### src/rtl/trace_capture.sv
// CPU execution trace buffer: captures {pc, instr, wb_result} each run cycle into a
// circular buffer and stops on halt_pc, a cycle limit or (with TRACE_SELF_LOOP_EN) a self-loop.
module trace_capture #(
    parameter int DATA_W     = 32,
    parameter int DEPTH      = 16,
    parameter int MAX_CYCLES = 4096,
    parameter int LOOP_LIMIT = 4
) (
    input  logic                     clk,
    input  logic                     reset,
    input  logic                     start,
    input  logic [DATA_W-1:0]        pc,
    input  logic [DATA_W-1:0]        instr,
    input  logic [DATA_W-1:0]        wb_result,
    input  logic [DATA_W-1:0]        halt_pc,
    input  logic [$clog2(DEPTH)-1:0] rd_idx,
    output logic [DATA_W-1:0]        rd_pc,
    output logic [DATA_W-1:0]        rd_instr,
    output logic [DATA_W-1:0]        rd_wb,
    output logic                     rd_valid,
    output logic                     running,
    output logic                     done,
    output logic [1:0]               halt_cause,
    output logic [31:0]              cycle_count,
    output logic [$clog2(DEPTH):0]   entry_count
);

    localparam int PTR_W = $clog2(DEPTH);
    localparam int CNT_W = PTR_W + 1;

    typedef enum logic [1:0] {
        S_IDLE = 2'd0,
        S_RUN  = 2'd1,
        S_DONE = 2'd2
    } state_t;

    generate
        if (DEPTH < 2 || (DEPTH & (DEPTH - 1)) != 0 || MAX_CYCLES < 1 || LOOP_LIMIT < 1) begin : g_bad_cfg
            $error("trace_capture: illegal parameter set");
        end
    endgenerate

    state_t                  r_state;
    logic [3*DATA_W-1:0]     r_mem [DEPTH];
    logic [PTR_W-1:0]        r_wr_ptr;
    logic [CNT_W-1:0]        r_entry_count;
    logic [31:0]             r_cycle_count;
    logic [1:0]              r_halt_cause;
    logic                    r_running;
    logic                    r_done;
    logic [DATA_W-1:0]       r_rd_pc;
    logic [DATA_W-1:0]       r_rd_instr;
    logic [DATA_W-1:0]       r_rd_wb;
    logic                    r_rd_valid;

    logic                    w_wr_en;
    logic                    w_restart;
    logic                    w_hit_pc;
    logic                    w_hit_max;
    logic                    w_hit_loop;
    logic                    w_halt;
    logic [1:0]              w_cause;
    logic [PTR_W-1:0]        w_rd_slot;
    logic                    w_rd_ok;

    assign w_wr_en   = (r_state == S_RUN) && !reset;
    assign w_restart = start && (r_state != S_RUN);
    assign w_hit_pc  = (pc == halt_pc);
    assign w_hit_max = ((r_cycle_count + 32'd1) >= 32'(MAX_CYCLES));
    assign w_rd_slot = r_wr_ptr - r_entry_count[PTR_W-1:0] + rd_idx;
    assign w_rd_ok   = ({1'b0, rd_idx} < r_entry_count);

`ifdef TRACE_SELF_LOOP_EN
    // Loop length counts repeats of the previous pc, so LOOP_LIMIT same-pc cycles need LOOP_LIMIT-1 repeats.
    logic [DATA_W-1:0] r_prev_pc;
    logic              r_prev_vld;
    logic [31:0]       r_loop_cnt;
    logic [31:0]       w_loop_next;

    assign w_loop_next = (r_prev_vld && (pc == r_prev_pc)) ? (r_loop_cnt + 32'd1) : 32'd0;
    assign w_hit_loop  = (w_loop_next >= 32'(LOOP_LIMIT - 1));

    // Previous-pc tracking for self-loop detection.
    always_ff @(posedge clk) begin
        if (reset || w_restart) begin
            r_prev_pc  <= '0;
            r_prev_vld <= 1'b0;
            r_loop_cnt <= 32'd0;
        end else if (r_state == S_RUN) begin
            r_prev_pc  <= pc;
            r_prev_vld <= 1'b1;
            r_loop_cnt <= w_loop_next;
        end else begin
            r_prev_pc  <= r_prev_pc;
            r_prev_vld <= r_prev_vld;
            r_loop_cnt <= r_loop_cnt;
        end
    end
`else
    assign w_hit_loop = 1'b0;
`endif

    // Halt priority: halt_pc, then self-loop, then cycle limit.
    always_comb begin
        w_halt  = 1'b1;
        w_cause = 2'd0;
        if (w_hit_pc) begin
            w_cause = 2'd1;
        end else if (w_hit_loop) begin
            w_cause = 2'd3;
        end else if (w_hit_max) begin
            w_cause = 2'd2;
        end else begin
            w_halt  = 1'b0;
            w_cause = 2'd0;
        end
    end

    // Trace storage; not reset, contents are qualified by entry_count.
    always_ff @(posedge clk) begin
        if (w_wr_en) begin
            r_mem[r_wr_ptr] <= {wb_result, instr, pc};
        end
    end

    // Run control FSM with registered status outputs.
    always_ff @(posedge clk) begin
        if (reset) begin
            r_state       <= S_IDLE;
            r_wr_ptr      <= '0;
            r_entry_count <= '0;
            r_cycle_count <= 32'd0;
            r_halt_cause  <= 2'd0;
            r_running     <= 1'b0;
            r_done        <= 1'b0;
        end else begin
            case (r_state)
                S_IDLE, S_DONE: begin
                    if (start) begin
                        r_state       <= S_RUN;
                        r_wr_ptr      <= '0;
                        r_entry_count <= '0;
                        r_cycle_count <= 32'd0;
                        r_halt_cause  <= 2'd0;
                        r_running     <= 1'b1;
                        r_done        <= 1'b0;
                    end
                end
                S_RUN: begin
                    r_wr_ptr      <= r_wr_ptr + 1'b1;
                    r_cycle_count <= r_cycle_count + 32'd1;
                    if (r_entry_count != CNT_W'(DEPTH)) begin
                        r_entry_count <= r_entry_count + 1'b1;
                    end
                    if (w_halt) begin
                        r_state      <= S_DONE;
                        r_halt_cause <= w_cause;
                        r_running    <= 1'b0;
                        r_done       <= 1'b1;
                    end
                end
                default: begin
                    r_state   <= S_IDLE;
                    r_running <= 1'b0;
                    r_done    <= 1'b0;
                end
            endcase
        end
    end

    // Registered readout, oldest entry at index 0, zero data when out of range.
    always_ff @(posedge clk) begin
        if (reset) begin
            r_rd_pc    <= '0;
            r_rd_instr <= '0;
            r_rd_wb    <= '0;
            r_rd_valid <= 1'b0;
        end else if (w_rd_ok) begin
            r_rd_pc    <= r_mem[w_rd_slot][DATA_W-1:0];
            r_rd_instr <= r_mem[w_rd_slot][2*DATA_W-1:DATA_W];
            r_rd_wb    <= r_mem[w_rd_slot][3*DATA_W-1:2*DATA_W];
            r_rd_valid <= 1'b1;
        end else begin
            r_rd_pc    <= '0;
            r_rd_instr <= '0;
            r_rd_wb    <= '0;
            r_rd_valid <= 1'b0;
        end
    end

    assign rd_pc       = r_rd_pc;
    assign rd_instr    = r_rd_instr;
    assign rd_wb       = r_rd_wb;
    assign rd_valid    = r_rd_valid;
    assign running     = r_running;
    assign done        = r_done;
    assign halt_cause  = r_halt_cause;
    assign cycle_count = r_cycle_count;
    assign entry_count = r_entry_count;

endmodule

### config.mk
export PLATFORM = sky130hd
export DESIGN_NAME = trace_capture
export DESIGN_NICKNAME = d
export VERILOG_FILES = /design/src/rtl/trace_capture.sv
export SDC_FILE = /design/constraint.sdc
export NUM_CORES = 1
export LEC_CHECK = 0
export BUFFER_PORTS_ARGS = -buffer_cell sky130_fd_sc_hd__buf_4
export CORE_MARGIN = 4
export CORE_UTILIZATION = 48
export DETAILED_ROUTE_END_ITERATION = 10
export PLACE_DENSITY = 0.63
export SETUP_SLACK_MARGIN = 0.2
export SYNTH_ARGS = -nofsm -noshare
export SYNTH_HDL_FRONTEND = slang
export SYNTH_SLANG_ARGS = --single-unit
### constraint.sdc
create_clock -name clk -period 4.2 [get_ports clk]
set_input_delay 0.63 -clock clk [delete_from_list [all_inputs] [get_ports clk]]
set_output_delay 0.63 -clock clk [all_outputs]
set_load 0.1 [all_outputs]
==> metrics.txt, run 1 <==
# TYPE chip_impl_metric gauge
chip_impl_metric{name="post_cts_resize_count",unit=""} 0
chip_impl_metric{name="cts_buffers",unit=""} 169
chip_impl_metric{name="final_min_period_over_clock_period",unit="%"} 87.7
chip_impl_metric{name="vdd_ir_drop_max",unit="V"} 0.000600
chip_impl_metric{name="post_synth.cell_area_avg",unit="sq um"} 21.2
chip_impl_metric{name="synth.cell_area",unit="sq um"} 63800
chip_impl_metric{name="clk_latency",unit="ns"} 0.77
chip_impl_info{name="worst_setup_start_kind",value="register"} 1
chip_impl_metric{name="grt.met3_usage",unit="%"} 4.03
chip_impl_metric{name="final.setup_skew",unit="ns"} 0.0245
chip_impl_metric{name="cts_max_level",unit=""} 4
chip_impl_metric{name="global_route.usage.met2",unit="%"} 36.2
chip_impl_metric{name="finish.cell_count_without_fillers",unit=""} 5279
chip_impl_info{name="rsz0062_at_grt",value="no"} 1
chip_impl_metric{name="setup_total_negative_slack",unit="ns"} 0
chip_impl_metric{name="cellPowerDensity",unit="nW/um^2"} 587
chip_impl_info{name="tritoncts",value="done"} 1
chip_impl_metric{name="gr-usage-met1",unit="%"} 29.6
chip_impl_metric{name="grt_remaining_overflow",unit=""} 0
chip_impl_metric{name="synth_seq_cells",unit=""} 1679
chip_impl_metric{name="power_consumption",unit="mW"} 43.7
chip_impl_metric{name="final_area",unit="sq um"} 74400
chip_impl_metric{name="clock_path_buffers",unit=""} 3
chip_impl_metric{name="cts_post_setup_buffers_inserted",unit=""} 0
chip_impl_metric{name="totalWireLength",unit="microns"} 149000
chip_impl_metric{name="ys_async_sr_fraction",unit="%"} 0
chip_impl_metric{name="area_growth_syn_to_layout",unit="%"} 16.7
chip_impl_metric{name="combined_global_route_utilization_of_all_metal_layers",unit="%"} 21.5
chip_impl_metric{name="ys_warnings",unit=""} 0
chip_impl_metric{name="drcViolationCount",unit=""} 0
chip_impl_info{name="status",value="complete, no violations"} 1
chip_impl_metric{name="effective_utilization_at_floorplan",unit="%"} 48.4
chip_impl_metric{name="final-hold-violation-count",unit=""} 0
chip_impl_metric{name="finalNetCount",unit=""} 3523
chip_impl_info{name="netlist.top_cell.by_area",value="sky130_fd_sc_hd__edfxtp_1"} 1
chip_impl_info{name="cts.root.buffer_cell",value="sky130_fd_sc_hd__clkbuf_16"} 1
chip_impl_metric{name="placeableCoreArea",unit="sq um"} 132000
chip_impl_metric{name="mappedNetlistNets",unit=""} 3167
chip_impl_metric{name="slowest_delay",unit="ns"} 0.92
chip_impl_metric{name="number_of_global_route_vias_before_repair",unit=""} 32200
chip_impl_metric{name="finalWeightedCongestion",unit=""} 0.778
chip_impl_metric{name="finalSetupViolCount",unit=""} 0
chip_impl_metric{name="port_buffers",unit=""} 272
chip_impl_info{name="worst_path_max_delay_cell",value="sky130_fd_sc_hd__fa_4"} 1
chip_impl_metric{name="share_of_the_yosys_chip_area_belonging_to_registers",unit="%"} 76.8
chip_impl_metric{name="relSlewSlack",unit="%"} 16.7
chip_impl_metric{name="die_ar",unit="sq um"} 139000
chip_impl_metric{name="clk_pin_slew_worst_paths",unit="ns"} 0.06
chip_impl_metric{name="vias",unit=""} 31200
chip_impl_metric{name="dp_hpwl",unit="microns"} 78000
chip_impl_info{name="synth.area.top_cells",value="sky130_fd_sc_hd__edfxtp_1 (72%), sky130_fd_sc_hd__mux4_2 (14%), sky130_fd_sc_hd__dfxtp_1 (4.5%), sky130_fd_sc_hd__a211oi_1 (2.3%), sky130_fd_sc_hd__mux2i_1 (1.6%)"} 1
chip_impl_info{name="worstSetupPathType",value="reg -> reg"} 1
chip_impl_metric{name="arrival_time_of_data_at_the_critical_path_endpoint",unit="ns"} 4.30
chip_impl_info{name="endpoint_kind",value="register"} 1
chip_impl_metric{name="fmax",unit="MHz"} 272
chip_impl_metric{name="period_needed",unit="ns"} 3.68
chip_impl_metric{name="dp.cells",unit=""} 4955
chip_impl_info{name="critical_path.cell_chain",value="inv_1, ha_1, inv_1, ha_4, inv_1, fa_4, buf_12, buf_12, buf_12, mux4_2, nor2b_1, a211oi_1, a211oi_1"} 1
chip_impl_metric{name="critical_path.max_fanout",unit=""} 38
chip_impl_metric{name="num-fill-cells",unit=""} 9692
chip_impl_metric{name="grt_pass1_wl",unit="microns"} 217000
chip_impl_metric{name="fp.dieW",unit="microns"} 373
chip_impl_metric{name="cts_hold_buf",unit=""} 0
chip_impl_metric{name="wire_per_inst",unit="microns"} 28.1
chip_impl_metric{name="worst_hold_margin",unit="ns"} 0.155
chip_impl_metric{name="floorplan.rows",unit=""} 133
chip_impl_metric{name="postLayoutCoreUtil",unit="%"} 56.5
chip_impl_metric{name="die_span_in_y",unit="microns"} 373
chip_impl_info{name="crit_family",value="adder cells"} 1
chip_impl_metric{name="post_synthesis_cell_type_count",unit=""} 56
chip_impl_metric{name="synth-edff-count",unit=""} 1536
chip_impl_metric{name="timing.max_cap.violations",unit=""} 0
chip_impl_metric{name="drv_slew",unit=""} 0
chip_impl_metric{name="antenna_violating_nets_post_route",unit=""} 0
chip_impl_metric{name="drive_above_1_share",unit="%"} 29.5
chip_impl_metric{name="grt_max_degree",unit=""} 93
chip_impl_info{name="grt_most_used_layer",value="met2"} 1
chip_impl_metric{name="cp.required",unit="ns"} 4.82
chip_impl_metric{name="grt_antenna_before_repair",unit=""} 9
chip_impl_info{name="worst_hold_path_type",value="in -> reg"} 1
chip_impl_metric{name="synth.top_cell.area_share",unit="%"} 72.3
chip_impl_metric{name="boundaryPins",unit=""} 273
chip_impl_metric{name="tightest_slew",unit="ns"} 1.24
chip_impl_metric{name="timing.critical_path.buf_inv",unit=""} 6
chip_impl_info{name="synth_top_flop_cell",value="sky130_fd_sc_hd__edfxtp_1"} 1
chip_impl_metric{name="syn_inst",unit=""} 3015
chip_impl_metric{name="number_of_clock_sinks",unit=""} 1679
chip_impl_metric{name="dr.pass1.iters",unit=""} 5
chip_impl_metric{name="static-leakage-power",unit="nW"} 24.1
chip_impl_metric{name="dpl_cell_area",unit="sq um"} 68800
chip_impl_metric{name="final_worst_setup_slack",unit="ns"} 0.518
chip_impl_metric{name="dp_slack",unit="ns"} 0.372
chip_impl_metric{name="vias_per_cell",unit=""} 5.90
chip_impl_metric{name="drtIter0Drc",unit=""} 2734
## power breakdown
part | internal [mW] | switching [mW]
clock network | 8.83 | 6.11
registers | 18.5 | 0.170
logic | 4.44 | 5.60
total | 31.8 | 11.9
## sequential cells by signal, indices dropped and copies added (netlist names)
name / count
rd_wb: 32
rd_pc: 32
rd_valid: 1
rd_instr: 32
entry_count: 5
r_wr_ptr: 4
r_mem: 1536
halt_cause: 2
r_state: 2
cycle_count: 32
running: 1
## synth_stat cells, types with 23 or more instances
cell                       count
sky130_fd_sc_hd__dfxtp_1     143
sky130_fd_sc_hd__a211oi_1    194
sky130_fd_sc_hd__buf_2        23
sky130_fd_sc_hd__nor2_1       50
sky130_fd_sc_hd__mux2i_1      99
sky130_fd_sc_hd__buf_1        34
sky130_fd_sc_hd__nand2_1      36
sky130_fd_sc_hd__edfxtp_1   1536
sky130_fd_sc_hd__nor2b_1      99
sky130_fd_sc_hd__xnor2_1      36
sky130_fd_sc_hd__mux4_2      384
sky130_fd_sc_hd__clkbuf_1    117
sky130_fd_sc_hd__a21oi_1      36
## layout by cell type (no fill, tap or decap), types with 36 or more instances in the layout
cell type                   count
sky130_fd_sc_hd__clkbuf_16    178
sky130_fd_sc_hd__buf_12        55
sky130_fd_sc_hd__a21oi_1       36
sky130_fd_sc_hd__buf_4        308
sky130_fd_sc_hd__a211oi_1     194
sky130_fd_sc_hd__mux2i_1       99
sky130_fd_sc_hd__clkinv_2      38
sky130_fd_sc_hd__dfxtp_1      143
sky130_fd_sc_hd__nand2_1       36
sky130_fd_sc_hd__nor2_1        50
sky130_fd_sc_hd__mux4_2       384
sky130_fd_sc_hd__clkbuf_1      38
sky130_fd_sc_hd__nor2b_1       98
sky130_fd_sc_hd__edfxtp_1    1536
## cells by family (layout without fill, tap and decap cells)
logic type / Yosys count / after routing / share of synthesized area [%]
compound gates: 278 / 278 / 3.09
xor+xnor: 51 / 51 / 0.700
simple gates: 312 / 312 / 2.71
buf+inv: 195 / 698 / 1.23
fa+ha+maj: 17 / 17 / 0.369
flops: 1679 / 1679 / 76.8
other cells: 0 / 6 / 0
mux: 483 / 483 / 15.1
## path summary, 6_finish.rpt
| kind | slack [ns] | cells after the start | startpoint | to |
|---|---|---|---|---|
| setup / recovery | 0.52 | 13 | r_wr_ptr[0]$_SDFFE_PP0P_ | rd_pc[18]$_SDFF_PP0_ |
| setup reg to reg | 0.52 | 13 | r_wr_ptr[0]$_SDFFE_PP0P_ | rd_pc[18]$_SDFF_PP0_ |
| hold / removal | 0.16 | 1 | wb_result[26] | r_mem[1][90]$_DFFE_PP_ |
| hold reg to reg | 0.50 | 1 | halt_cause[1]$_SDFFE_PP0P_ | halt_cause[1]$_SDFFE_PP0P_ |
## layout make-up
type	instances	area, sq um	area share [%]
clock buffers	236	4870	6.54
repair buffers	363	3410	4.59
well taps	1755	2200	2.95
multi-input cells	1141	14100	19.0
inverters	17	63.8	0.0857
diodes	6	15.0	0.0202
flip-flops and latches	1679	49000	65.8
clock inverters	82	738	0.992
## layer usage
layer / wire length (microns) / part of all wire, %
met3: 8980 / 6.0
met5: 27 / 0.018
met2: 75100 / 51
met1: 62200 / 42
met4: 2310 / 1.6
No activity file was read; power rests on OpenSTA's default activity.
==> inputs of run 2 (changes only) <==
RECOVER_POWER = 25   (was unset)
==> metrics.txt, run 2 (same netlist as run 1, synthesis figures left out) <==
# TYPE chip_impl_metric gauge
chip_impl_info{name="status",value="complete, no violations"} 1
chip_impl_metric{name="boundaryPins",unit=""} 273
chip_impl_metric{name="antenna_violating_nets_post_route",unit=""} 0
chip_impl_metric{name="cellPowerDensity",unit="nW/um^2"} 588
chip_impl_metric{name="combined_global_route_utilization_of_all_metal_layers",unit="%"} 21.5
chip_impl_info{name="r2r_end",value="rd_pc[18]$_SDFF_PP0_"} 1
chip_impl_metric{name="power_consumption",unit="mW"} 43.6
chip_impl_metric{name="period_needed",unit="ns"} 3.68
chip_impl_metric{name="vias",unit=""} 31100
chip_impl_metric{name="register_to_register_path_depth",unit=""} 13
chip_impl_metric{name="largest_reg_flops",unit=""} 1536
chip_impl_metric{name="totalWireLength",unit="microns"} 148000
chip_impl_metric{name="final.setup_skew",unit="ns"} 0.0228
chip_impl_metric{name="num-fill-cells",unit=""} 9734
chip_impl_metric{name="number_of_global_route_vias_before_repair",unit=""} 32200
chip_impl_metric{name="power_frac_clock",unit="%"} 34.2
chip_impl_metric{name="timing.max_cap.violations",unit=""} 0
chip_impl_info{name="tritoncts",value="done"} 1
chip_impl_metric{name="grt_pass1_wl",unit="microns"} 217000
chip_impl_metric{name="finalSetupViolCount",unit=""} 0
chip_impl_metric{name="setup.reg_to_reg.worst_slack",unit="ns"} 0.52
chip_impl_metric{name="clk_pin_slew_worst_paths",unit="ns"} 0.06
chip_impl_info{name="worst_hold_path_type",value="in -> reg"} 1
chip_impl_metric{name="finalNetCount",unit=""} 3523
chip_impl_info{name="endpoint_kind",value="register"} 1
chip_impl_metric{name="switching_power",unit="mW"} 11.9
chip_impl_info{name="layout_commonest_cell",value="sky130_fd_sc_hd__edfxtp_1"} 1
chip_impl_metric{name="floorplan.rows",unit=""} 133
chip_impl_metric{name="cts_hold_buf",unit=""} 0
chip_impl_info{name="top_layer",value="met5"} 1
chip_impl_metric{name="grt_remaining_overflow",unit=""} 0
chip_impl_metric{name="dr.pass1.iters",unit=""} 8
chip_impl_metric{name="placeableCoreArea",unit="sq um"} 132000
chip_impl_metric{name="detailroute.wirelength.met3",unit="microns"} 9250
chip_impl_metric{name="vdd_ir_drop_max",unit="V"} 0.000596
chip_impl_metric{name="hold_depth",unit=""} 1
chip_impl_info{name="largest-register",value="r_mem"} 1
chip_impl_metric{name="tightest_slew",unit="ns"} 1.27
chip_impl_metric{name="critical_path.max_fanout",unit=""} 38
chip_impl_metric{name="swShare",unit="%"} 27.2
chip_impl_metric{name="cp.required",unit="ns"} 4.82
chip_impl_metric{name="static-leakage-power",unit="nW"} 23.9
chip_impl_metric{name="register_area",unit="sq um"} 49000
chip_impl_metric{name="combPwrFrac",unit="%"} 22.9
chip_impl_metric{name="arrival_time_of_data_at_the_critical_path_endpoint",unit="ns"} 4.30
chip_impl_info{name="min_from",value="wb_result[16]"} 1
chip_impl_metric{name="cts_post_setup_buffers_inserted",unit=""} 0
chip_impl_info{name="worstSetupPathType",value="reg -> reg"} 1
chip_impl_metric{name="final-hold-violation-count",unit=""} 0
chip_impl_metric{name="clock_path_buffers",unit=""} 3
chip_impl_info{name="rsz0062_at_grt",value="no"} 1
chip_impl_metric{name="clk_latency",unit="ns"} 0.77
chip_impl_metric{name="fp.dieW",unit="microns"} 373
chip_impl_metric{name="die_ar",unit="sq um"} 139000
chip_impl_metric{name="finalWeightedCongestion",unit=""} 0.778
chip_impl_metric{name="seqPwrFrac",unit="%"} 42.9
chip_impl_metric{name="cts_buffers",unit=""} 169
chip_impl_info{name="hold_path_end",value="r_mem[7][80]$_DFFE_PP_"} 1
chip_impl_metric{name="fmax",unit="MHz"} 272
chip_impl_metric{name="area_growth_syn_to_layout",unit="%"} 16.3
chip_impl_metric{name="drtIter0Drc",unit=""} 2635
chip_impl_metric{name="port_buffers",unit=""} 272
chip_impl_info{name="r2r_start",value="r_wr_ptr[0]$_SDFFE_PP0P_"} 1
chip_impl_metric{name="drive_above_1_share",unit="%"} 27.7
chip_impl_metric{name="dp_hpwl",unit="microns"} 78000
chip_impl_metric{name="effective_utilization_at_floorplan",unit="%"} 48.4
chip_impl_metric{name="setup_total_negative_slack",unit="ns"} 0
chip_impl_metric{name="met1Wirelength",unit="microns"} 61500
chip_impl_info{name="layout_common_cells",value="sky130_fd_sc_hd__edfxtp_1 (1,536), sky130_fd_sc_hd__mux4_2 (384), sky130_fd_sc_hd__buf_4 (243)"} 1
chip_impl_metric{name="wire_per_inst",unit="microns"} 28.1
chip_impl_metric{name="multi_input_area",unit="sq um"} 14100
chip_impl_info{name="worstSetupStartpoint",value="r_wr_ptr[0]$_SDFFE_PP0P_"} 1
chip_impl_metric{name="final_area",unit="sq um"} 74200
chip_impl_metric{name="drv_slew",unit=""} 0
chip_impl_metric{name="drcViolationCount",unit=""} 0
chip_impl_metric{name="dpl_cell_area",unit="sq um"} 68800
chip_impl_metric{name="relSlewSlack",unit="%"} 15.2
chip_impl_metric{name="vias_per_cell",unit=""} 5.89
chip_impl_info{name="worst_setup_start_kind",value="register"} 1
chip_impl_metric{name="wl_met2",unit="microns"} 75100
chip_impl_metric{name="post_cts_resize_count",unit=""} 0
chip_impl_metric{name="cts_max_level",unit=""} 4
chip_impl_metric{name="cellInternalPower",unit="mW"} 31.8
chip_impl_metric{name="final_min_period_over_clock_period",unit="%"} 87.7
chip_impl_metric{name="number_of_clock_sinks",unit=""} 1679
chip_impl_metric{name="grt_antenna_before_repair",unit=""} 14
chip_impl_metric{name="grt_max_degree",unit=""} 93
chip_impl_metric{name="die_span_in_y",unit="microns"} 373
chip_impl_info{name="cts.root.buffer_cell",value="sky130_fd_sc_hd__clkbuf_16"} 1
==> run 2: metrics by stage <==
step | setup slack [ns] | cells | utilization (%) | hold WS [ns]
floorplan | 0.00191 | 3015 | - | 0.538
finish | 0.519 | 5279 | 56.3 | 0.182
CTS | 0.535 | 5273 | 56.5 | 0.0883
global route | 0.322 | 5273 | 56.3 | 0.155
global placement | 0.337 | 4955 | 52.2 | 0.488
detailed placement | 0.372 | 4955 | 52.2 | 0.489
==> run 2: critical path: stages (launching register included) <==
cell and delay (ns):
sky130_fd_sc_hd__dfxtp_1 0.44, sky130_fd_sc_hd__inv_1 0.12, sky130_fd_sc_hd__ha_1 0.28, sky130_fd_sc_hd__inv_1 0.08
sky130_fd_sc_hd__ha_4 0.13, sky130_fd_sc_hd__inv_1 0.05, sky130_fd_sc_hd__fa_4 0.92, sky130_fd_sc_hd__buf_12 0.20
sky130_fd_sc_hd__buf_12 0.26, sky130_fd_sc_hd__buf_12 0.22, sky130_fd_sc_hd__mux4_2 0.29, sky130_fd_sc_hd__nor2b_1 0.15
sky130_fd_sc_hd__a211oi_1 0.23, sky130_fd_sc_hd__a211oi_1 0.08
==> run 2: layout make-up <==
| cell class | count | share of cell area, % |
|---|---|---|
| repair buffers | 363 | 4.27 |
| inverters | 17 | 0.0860 |
| clock inverters | 82 | 0.995 |
| flip-flops and latches | 1679 | 66.0 |
| multi-input cells | 1141 | 19.1 |
| diodes | 6 | 0.0202 |
| well taps | 1755 | 2.96 |
| clock buffers | 236 | 6.56 |
==> run 2: how the worst max path moves through the flow <==
stage	end	slack (ns)	cells after the start
4_1_cts	rd_pc[18]$_SDFF_PP0_	0.54	13
3_5_place_dp	rd_pc[13]$_SDFF_PP0_	0.37	11
6_report	rd_pc[18]$_SDFF_PP0_	0.52	13
3_3_place_gp	rd_wb[17]$_SDFF_PP0_	0.34	11
5_1_grt	rd_pc[18]$_SDFF_PP0_	0.32	13
2_1_floorplan	r_mem[0][0]$_DFFE_PP_	0.002	4
==> run 2: power groups by stage <==
stage          Sequential, mW  Combinational, mW  Clock [mW]
2_1_floorplan            20.1               6.28           0
3_3_place_gp             19.1               10.1           0
3_5_place_dp             19.1               10.2           0
4_1_cts                  18.7               10.2        15.2
5_1_grt                  18.7               10.7        16.0
6_report                 18.7               10.0        14.9
==> run 2: layer usage <==
metal,global-route usage (%),vias up
met5,0,-
met4,4.66,6
met3,4.03,214
met2,36.2,1038
met1,29.6,16600
li1,-,13300
